--- src/rtl/fft_butterfly.sv ---
// Radix-2 DIF butterfly: SUM = A+B, DIFF = A-B on complex operands (re/im lanes independent).
// Latency: 1 cycle, all outputs registered; synchronous active-high reset clears every output.
// Backpressure: none; free-running pipeline, data registers load every cycle, in_valid only feeds out_valid.
//
// Ports (positional order is part of the interface):
//   a_re, a_im, b_re, b_im : operands A and B, signed WIDTH-bit
//   c                      : clock, rising edge
//   sum_re, sum_im         : registered A+B
//   diff_re, diff_im       : registered A-B
//   rst                    : synchronous reset, active-high, highest priority
//   in_valid / out_valid   : qualifier, delayed by one cycle
//   ovf                    : registered OR of the four per-lane overflow flags
//
// Parameters: WIDTH (lane width), SCALE (1 = halve results, floor rounding, never overflows).
// Build option: define FFT_BUTTERFLY_SAT_EN to clamp overflowing lanes (SCALE=0 only)
// instead of wrapping; ovf asserts either way.

module fft_butterfly #(
  parameter int WIDTH = 16,
  parameter int SCALE = 0
) (
  input  logic [WIDTH-1:0] a_re,
  input  logic [WIDTH-1:0] a_im,
  input  logic [WIDTH-1:0] b_re,
  input  logic [WIDTH-1:0] b_im,
  input  logic             c,
  output logic [WIDTH-1:0] sum_re,
  output logic [WIDTH-1:0] sum_im,
  output logic [WIDTH-1:0] diff_re,
  output logic [WIDTH-1:0] diff_im,
  input  logic             rst,
  input  logic             in_valid,
  output logic             out_valid,
  output logic             ovf
);

  typedef struct packed {
    logic             of;
    logic [WIDTH-1:0] val;
  } lane_t;

  // One real lane: exact WIDTH+1 result, then either halve it or fold it back to WIDTH.
  function automatic lane_t lane_op(input logic [WIDTH-1:0] x,
                                    input logic [WIDTH-1:0] y,
                                    input logic             sub);
    lane_t          r;
    logic [WIDTH:0] ext;
    // Sign-extended operands make the WIDTH+1 result exact for both add and subtract.
    if (sub) ext = {x[WIDTH-1], x} - {y[WIDTH-1], y};
    else     ext = {x[WIDTH-1], x} + {y[WIDTH-1], y};
    r.of  = 1'b0;
    r.val = ext[WIDTH-1:0];
    if (SCALE != 0) begin
      // Dropping the LSB of the exact value is an arithmetic shift (floor toward -inf),
      // and a halved WIDTH+1 value always fits WIDTH.
      r.val = ext[WIDTH:1];
    end else if (ext[WIDTH] != ext[WIDTH-1]) begin
      r.of = 1'b1;
`ifdef FFT_BUTTERFLY_SAT_EN
      // The extra top bit carries the true sign, which picks the clamp direction.
      r.val = ext[WIDTH] ? {1'b1, {(WIDTH-1){1'b0}}} : {1'b0, {(WIDTH-1){1'b1}}};
`endif
    end
    return r;
  endfunction

  lane_t sr_n, si_n, dr_n, di_n;

  always_comb begin
    sr_n = lane_op(a_re, b_re, 1'b0);
    si_n = lane_op(a_im, b_im, 1'b0);
    dr_n = lane_op(a_re, b_re, 1'b1);
    di_n = lane_op(a_im, b_im, 1'b1);
  end

  always_ff @(posedge c) begin
    if (rst) begin
      sum_re    <= '0;
      sum_im    <= '0;
      diff_re   <= '0;
      diff_im   <= '0;
      out_valid <= 1'b0;
      ovf       <= 1'b0;
    end else begin
      sum_re    <= sr_n.val;
      sum_im    <= si_n.val;
      diff_re   <= dr_n.val;
      diff_im   <= di_n.val;
      out_valid <= in_valid;
      ovf       <= sr_n.of | si_n.of | dr_n.of | di_n.of;
    end
  end

endmodule

--- config.mk ---
export PLATFORM = sky130hd
export DESIGN_NAME = fft_butterfly
export DESIGN_NICKNAME = d
export VERILOG_FILES = /design/src/rtl/fft_butterfly.sv
export SDC_FILE = /design/constraint.sdc
export NUM_CORES = 1
export LEC_CHECK = 0
export ABC_AREA = 1
export CAP_MARGIN = 15
export CORE_ASPECT_RATIO = 0.5
export CORE_MARGIN = 2
export CORE_UTILIZATION = 54
export CTS_CLUSTER_DIAMETER = 60
export CTS_CLUSTER_SIZE = 12
export DETAILED_ROUTE_END_ITERATION = 10
export HOLD_SLACK_MARGIN = 0.03
export PLACE_DENSITY = 0.95
export SETUP_SLACK_MARGIN = 0.4
export SLEW_MARGIN = 10
export SYNTH_ARGS = -nofsm -noshare
export SYNTH_HDL_FRONTEND = slang
export SYNTH_SLANG_ARGS = --single-unit
--- constraint.sdc ---
create_clock -name c -period 4.3 [get_ports c]
set_input_delay 0.86 -clock c [delete_from_list [all_inputs] [get_ports c]]
set_output_delay 0.86 -clock c [all_outputs]
set_load 0.03 [all_outputs]
==> Yosys cells after proc, flatten, opt, wreduce, memory -nomap -nowiden <==
Cells that the tools add are included.
W data, S select, Z words.
{ "classes": {"n_bitwise": 3, "mux": 4, "addsub": 4, "n_eq_ne": 4} }
{ "ops": {"columns": ["op", "n"], "rows": [
  ["$add A16 B16 Y17", 2],
  ["$sub A16 B16 Y17", 2],
  ["$mux W1", 4],
  ["$ne A1 B1 Y1", 4],
  ["$or A1 B1 Y1", 3]
]} }
{ "word_totals": {"ff_bits": 66, "word_cells": 21, "inputBits": 67} }

==> Longest topological paths before layout <==
Gate-level depths: netlist (run 1).
{ "depth": {"word_depth": 6, "mapped_depth": 18, "mapped_depth_nobuf": 17} }

==> Worst setup path after synthesis (run 1) <==
No wires, ideal clock.
{ "synth_path": {"kind": "input port to flip-flop", "start": "in a_im[0]", "end": "reg diff_im[14]", "n_path_buf": 0, "stages": 11, "setup_time_ps": 115, "t_arrival_ps": 2264, "path_slack_ps": 1921, "path_cell_list": "inv_1 -> ha_1 -> fa_1 -> inv_1 -> nand2_1 -> o21ai_1 -> inv_1 -> o21ai_2 -> nand4_1 -> a21oi_1 -> nor2_1"} }
{ "synth_via": {"elab_chain_len": 1} }
{ "synth_lines": {"columns": ["item", "line", "rtl"], "rows": [
  ["start, declared", "23", "input logic [WIDTH-1:0] a_im,"],
  ["$sub A16 B16 Y17", "49", "if (sub) ext = {x[WIDTH-1], x} - {y[WIDTH-1], y};"],
  ["end signal, assigned", "88", "diff_im <= di_n.val;"],
  ["end, declared", "30", "output logic [WIDTH-1:0] diff_im,"]
]} }
No other way between the ends.
A chain may end at the register's enable or synchronous reset.

==> Worst setup path after layout (run 1) <==
{ "layout_path": {"start": "in a_re[0]", "end": "reg ovf"} }
{ "layout_via": {"elab_chain_len": 6} }
{ "layout_lines": {"columns": ["item", "line", "rtl"], "rows": [
  ["start, declared", "22", "input logic [WIDTH-1:0] a_re,"],
  ["$add A16 B16 Y17", null, null],
  ["$ne A1 B1 Y1", "57", "end else if (ext[WIDTH] != ext[WIDTH-1]) begin"],
  ["$mux W1", "57", null],
  ["$or A1 B1 Y1", "90", "ovf <= sr_n.of | si_n.of | dr_n.of | di_n.of;"],
  ["$or A1 B1 Y1 * (2 in series)", "90", null],
  ["end signal, assigned", "90", null],
  ["end, declared", "34", "output logic ovf"]
]} }
Every way passes the cells marked *; elsewhere a longest branch is shown, timed or not.

==> results of run 1 <==
## cells in the mapped netlist (2+ instances only)
cell type and instances:
a31oi_2 2, o21ai_1 5, a211oi_1 2, nand2_2 7, a21oi_1 90, o21ai_2 2
a21oi_2 9, o21bai_1 6, nand3_1 27, buf_2 8, inv_1 127, dfxtp_1 64
nor2_1 79, o21ai_0 54, nand2_1 161, a31oi_1 2, nand4_1 2, nor3_1 2
o21a_1 2, buf_4 10, clkbuf_1 5, inv_2 10, buf_6 2, ha_1 64
nor4_1 2, or2_1 2, a21o_1 6, a21boi_1 2, fa_1 4
## critical path, cell delays in order
cell and delay (ns):
clkdlybuf4s50_1 0.48, ha_1 0.17, inv_1 0.06, fa_1 0.41, inv_1 0.09, nand2_1 0.09
a21oi_2 0.20, nand3_1 0.12, nand2_2 0.13, nand2_1 0.06, nand3_1 0.07, nand2_1 0.07
nand2_1 0.10, nand3_1 0.08, nand2_1 0.06, inv_1 0.04
## power by group through the flow
stage	clock network (mW)	registers [mW]	logic, mW
2_1_floorplan	0	0.834	0.408
3_3_place_gp	0	0.691	0.828
3_5_place_dp	0	0.694	0.847
4_1_cts	0.793	0.682	0.859
5_1_grt	0.820	0.687	0.941
6_report	0.789	0.681	0.866
## state kept, by name, indices dropped and copies added (netlist names)
| register | count |
|---|---|
| ovf | 1 |
| diff_re | 16 |
| sum_im | 15 |
| sum_re | 15 |
| diff_im | 16 |
| out_valid | 1 |
## layout by cell type (no fill, tap or decap), types with 3 or more instances in the layout
cell type	netlist	final
o21ai_0	54	54
a21oi_2	9	9
nand2_1	161	161
a21oi_1	90	90
nand3_1	27	27
inv_1	127	127
dfxtp_1	64	64
inv_2	10	10
fa_1	4	4
clkbuf_1	5	3
clkdlybuf4s50_1	0	132
nand2_2	7	7
o21ai_1	5	5
nor2_1	79	79
a21o_1	6	6
o21bai_1	6	6
clkbuf_16	0	9
ha_1	64	64
## layer usage
layer,wire length [µm],vias up,track usage
met5,0,-,0
met4,257,0,0.0944
met3,745,29,0.0525
met2,6910,183,0.502
met1,6150,2453,0.328
li1,-,2690,-
## logic make-up (layout without fill, tap and decap cells)
| family | Yosys count | count (layout) | share of synthesized area |
|---|---|---|---|
| compound gates | 186 | 186 | 0.207 |
| buf+inv | 165 | 286 | 0.136 |
| flops | 64 | 64 | 0.251 |
| xor+xnor | 1 | 1 | 0.00171 |
| simple gates | 289 | 289 | 0.232 |
| fa+ha+maj | 68 | 68 | 0.172 |
## worst min path at each step
stage / from / to / slack [ns]
2_1_floorplan: in_valid / out_valid$_SDFF_PP0_ / 0.97
3_3_place_gp: in_valid / out_valid$_SDFF_PP0_ / 1.39
3_5_place_dp: in_valid / out_valid$_SDFF_PP0_ / 1.40
4_1_cts: in_valid / out_valid$_SDFF_PP0_ / 1.05
5_1_grt: in_valid / out_valid$_SDFF_PP0_ / 1.08
6_report: in_valid / out_valid$_SDFF_PP0_ / 1.05
## final cells by class
cell class,instances,area (µm²),area share
sequential,64,1280,0.191
multi-input combinational,544,3140,0.466
tap,121,151,0.0225
inverter,138,518,0.0771
clock inverter,3,65.1,0.00968
timing repair buffer,132,1320,0.197
clock buffer,13,250,0.0372
## stage by stage
step | area [µm²] | cells
finish | 6720 | 1015
global route | 6720 | 1015
CTS | 6720 | 1015
detailed placement | 6410 | 999
global placement | 6410 | 999
floorplan | 5110 | 773
==> flow_summary.ini, run 1 <==
[worst_setup_path]
end_kind = flop
startpoint_type = primary input
critPathRequiredTime_ns = 4.53
path_class = primary input to flop
worst-path-max-fanout = 5
cp-startpoint = a_re[0]
critPathArrivalTime_ns = 3.09
endpoint = ovf$_SDFF_PP0_

[clock_tree]
cts_buffers = 9
clock-root-buffer = clkbuf_16
clock_path_buffers = 2
cts.sinks = 64
htree_levels = 3
tritoncts = yes
cts_setup_buffers = 0
cts_hold_buf = 0
post_cts_resized = 0
clk_pin_slew_ns = 0.05

[pwr]
clkPwrFrac = 0.338
p_per_area_mw_per_mm2 = 348
p_int_mw = 1.52
p_sw_frac = 0.350
p_total_mw = 2.34
total_leakage_power_nw = 3.38
ir_drop_uv = 217
p_seq_frac = 0.292
p_switching_uw = 817
combinationalPowerShare = 0.371

[routing]
routed-via-count = 5355
ant_nets = 0
drtIter0Drc = 414
drtPass1Iterations = 7
drc_errors = 0
drt_wl_total_um = 14100
wl_per_cell_um = 13.9
avgViaCountPerCell = 5.28

[timing]
tightest_slew_ns = 0.827
rsz0062_at_grt = false
fmax_mhz = 350
finalSetupViolCount = 0
finalCritPeriodShare = 0.665
slew-limit-headroom = 0.448
drv_slew = 0
min_period_ns = 2.86
fin_tns_setup_ns = 0
setup_ws_ns = 1.44
finalHoldViolCount = 0
hold_slack_ns = 1.05

[logic_synthesis]
synth_cells = 773
syn_area_per_cell_um2 = 6.61
async_flop_share = 0
synth_flop_cell = dfxtp_1
yosys_warnings = 0
syn_nets = 908
synth_top_area_share = 0.251
synth_top_cell_by_area = dfxtp_1
synth.distinct_cells = 44
netlist_area_mm2 = 0.00511
yosys_register_bits = 64
ys_seq_area_frac = 0.251
synth-edff-count = 0
synth_area_leaders = dfxtp_1 25%, ha_1 16%, nand2_1 12%, inv_1 9.3%, a21oi_1 8.8%

[floorplan]
start_util = 0.548
io_pins = 133
die-area_mm2 = 0.0103
core.rowCount = 25
die_width_um = 142
dieHeight_um = 72.8
core_area_mm2 = 0.00932

[global_routing]
grt.overflow.total = 0
track_usage = 0.274
grt_pass1_vias = 4957
antenna_found_initial = 0
grt_start_max_net_pins = 55
grt_pass1_wl_um = 22600

[placed_design]
gp_congestion = 0.870
hpwl_um = 10900
port_buffers = 132
dpl_worst_slack_ns = 1.21

[hold_path]
whs_path_depth = 3
hold_path_class = primary input to flop

[finish]
syn2layout_area_growth_pct = 31.6
final_util = 0.721
drive_gt1_frac = 0.0548
fillers = 759
diodes = 0
layout.nets = 1024

[outcome]
outcome = complete, no violations

[run]
maxCapViolations = 0
Note: power is estimated with default switching activity, not from simulation.
==> run 2, diff against run 1 <==
Settings changed: CORE_UTILIZATION 54 to 45, PLACE_DENSITY 0.95 to 0.89.
Clock period 4.3 ns to 2.6 ns, I/O delays scaled along.
==> run 2 against run 1 <==
Sequential power rose by 66%. Critical path depth fell by 1. Combinational power rose by 110%. Highest routed layer unchanged.
==> flow_summary.ini, run 2 (synthesis results as in run 1) <==
[worst_setup_path]
critPathBufInv = 4
slowest_delay_ns = 0.50
end_kind = flop
cp-startpoint = a_im[1]
cp_slowest_cell = clkdlybuf4s50_1
path_cells = clkdlybuf4s50_1, inv_2, fa_2, inv_1, nand2_1, o21ai_2, nand2_1, nand2_2, nand2_1, nand3_1, nand2_1, nand2_1, nand3_1, nand2_1, inv_1
critPathRequiredTime_ns = 2.83
cp_top_family = simple AND/OR/NAND/NOR gates
worst-path-max-fanout = 4
path_class = primary input to flop
cpMostUsedCell = nand2_1
startpoint_type = primary input
critPathArrivalTime_ns = 2.53

[finish]
final_util = 0.723
layout.nets = 1100
fillers = 793
final_area_mm2 = 0.00796
top_regs = diff_im (16), diff_re (16)
mostFrequentLayoutCells = 147 x nand2_1, 122 x clkdlybuf4s50_1, 116 x inv_1, 73 x a21oi_1, 73 x buf_4
syn2layout_area_growth_pct = 55.8
fin_cells = 1115
final_common_cell = nand2_1
drive_gt1_frac = 0.235
diodes = 0

[floorplan]
io_pins = 133
dieHeight_um = 79.4
start_util = 0.464
core.rowCount = 27
die-area_mm2 = 0.0123
die_width_um = 155
core_area_mm2 = 0.0110

[timing]
setup_ws_ns = 0.307
rsz0062_at_grt = true
finalHoldViolCount = 0
min_period_ns = 2.29
drv_slew = 0
finalSetupViolCount = 0
finalCritPeriodShare = 0.882
fmax_mhz = 436
hold_slack_ns = 0.540
fin_tns_setup_ns = 0
tightest_slew_ns = 0.483
slew-limit-headroom = 0.678

[run]
maxCapViolations = 0

[placed_design]
gp_congestion = 0.928
port_buffers = 132
hpwl_um = 11700
dpl-instance-area_mm2 = 0.00683
dp.cells = 1073
dpl_worst_slack_ns = -0.146

[routing]
ant_nets = 0
routed-via-count = 6071
avgViaCountPerCell = 5.44
drc_errors = 0
drt_wl_total_um = 18200
drtIter0Drc = 566
wl_per_cell_um = 16.4
drtPass1Iterations = 8

[global_routing]
grt.overflow.total = 0
track_usage = 0.250
grt_pass1_wl_um = 24800
grt_pass1_vias = 5534
antenna_found_initial = 0
grt_start_max_net_pins = 29

[clock_tree]
cts.sinks = 64
htree_levels = 3
cts_buffers = 9
tritoncts = yes
clk_pin_slew_ns = 0.06
clock_path_buffers = 2
clock-root-buffer = clkbuf_16

[pwr]
ir_drop_uv = 327
p_total_mw = 4.38
p_per_area_mw_per_mm2 = 550
total_leakage_power_nw = 3.85

[hold_path]
whs_path_depth = 3
min_to = diff_im[0]$_SDFF_PP0_
hold_path_class = primary input to flop
holdCritStartpoint = b_im[0]

[outcome]
outcome = complete, no violations
==> run 2: cell count changes in the layout (fill, tap and decap cells not counted), moves of 14 or more <==
cell / delta
ha_1: -28
a21oi_2: +14
a21oi_1: -17
buf_4: +73
nand2_1: -14
nand2_2: +14
ha_4: +24
==> run 2: area by class of cell <==
type / count / area [µm²] / area share
clock buffer: 10 / 229 / 0.0288
timing repair buffer: 208 / 1920 / 0.242
sequential: 64 / 1280 / 0.161
multi-input combinational: 544 / 3720 / 0.467
clock inverter: 6 / 108 / 0.0135
inverter: 138 / 518 / 0.0651
tap: 145 / 181 / 0.0228
==> run 2: timing repair <==
action,CTS,global route
setup endpoints to repair,24,36
buffers inserted,5,21
hold buffers,0,0
gates resized for setup,37,115
pin swaps,13,32
==> run 2: report_power, final <==
group | switching [mW] | internal, mW
combinational | 1.05 | 0.785
clock | 0.483 | 0.934
sequential | 0.0332 | 1.10
==> run 2: how the worst max path moves through the flow <==
stage                             end  slack (ns)  depth (start not counted)
6_report               ovf$_SDFF_PP0_        0.31                         15
5_1_grt                ovf$_SDFF_PP0_        0.21                         15
2_1_floorplan  diff_im[14]$_SDFF_PP0_        0.56                         11
3_3_place_gp           ovf$_SDFF_PP0_       -0.05                         16
4_1_cts                ovf$_SDFF_PP0_        0.33                         16
3_5_place_dp           ovf$_SDFF_PP0_       -0.15                         16
==> run 2: per-layer routing <==
layer,GRT usage,part of all wire,vias to the layer above
li1,-,-,2841
met1,0.290,0.39,2794
met2,0.463,0.49,334
met3,0.0431,0.071,102
met4,0.102,0.042,0
met5,0,0,-
==> run 3, diff against run 2 <==
Settings changed: HOLD_SLACK_MARGIN 0.03 to not set.
==> results of run 3 <==
The final DEF is identical to that of run 2; final timing and power are the same.
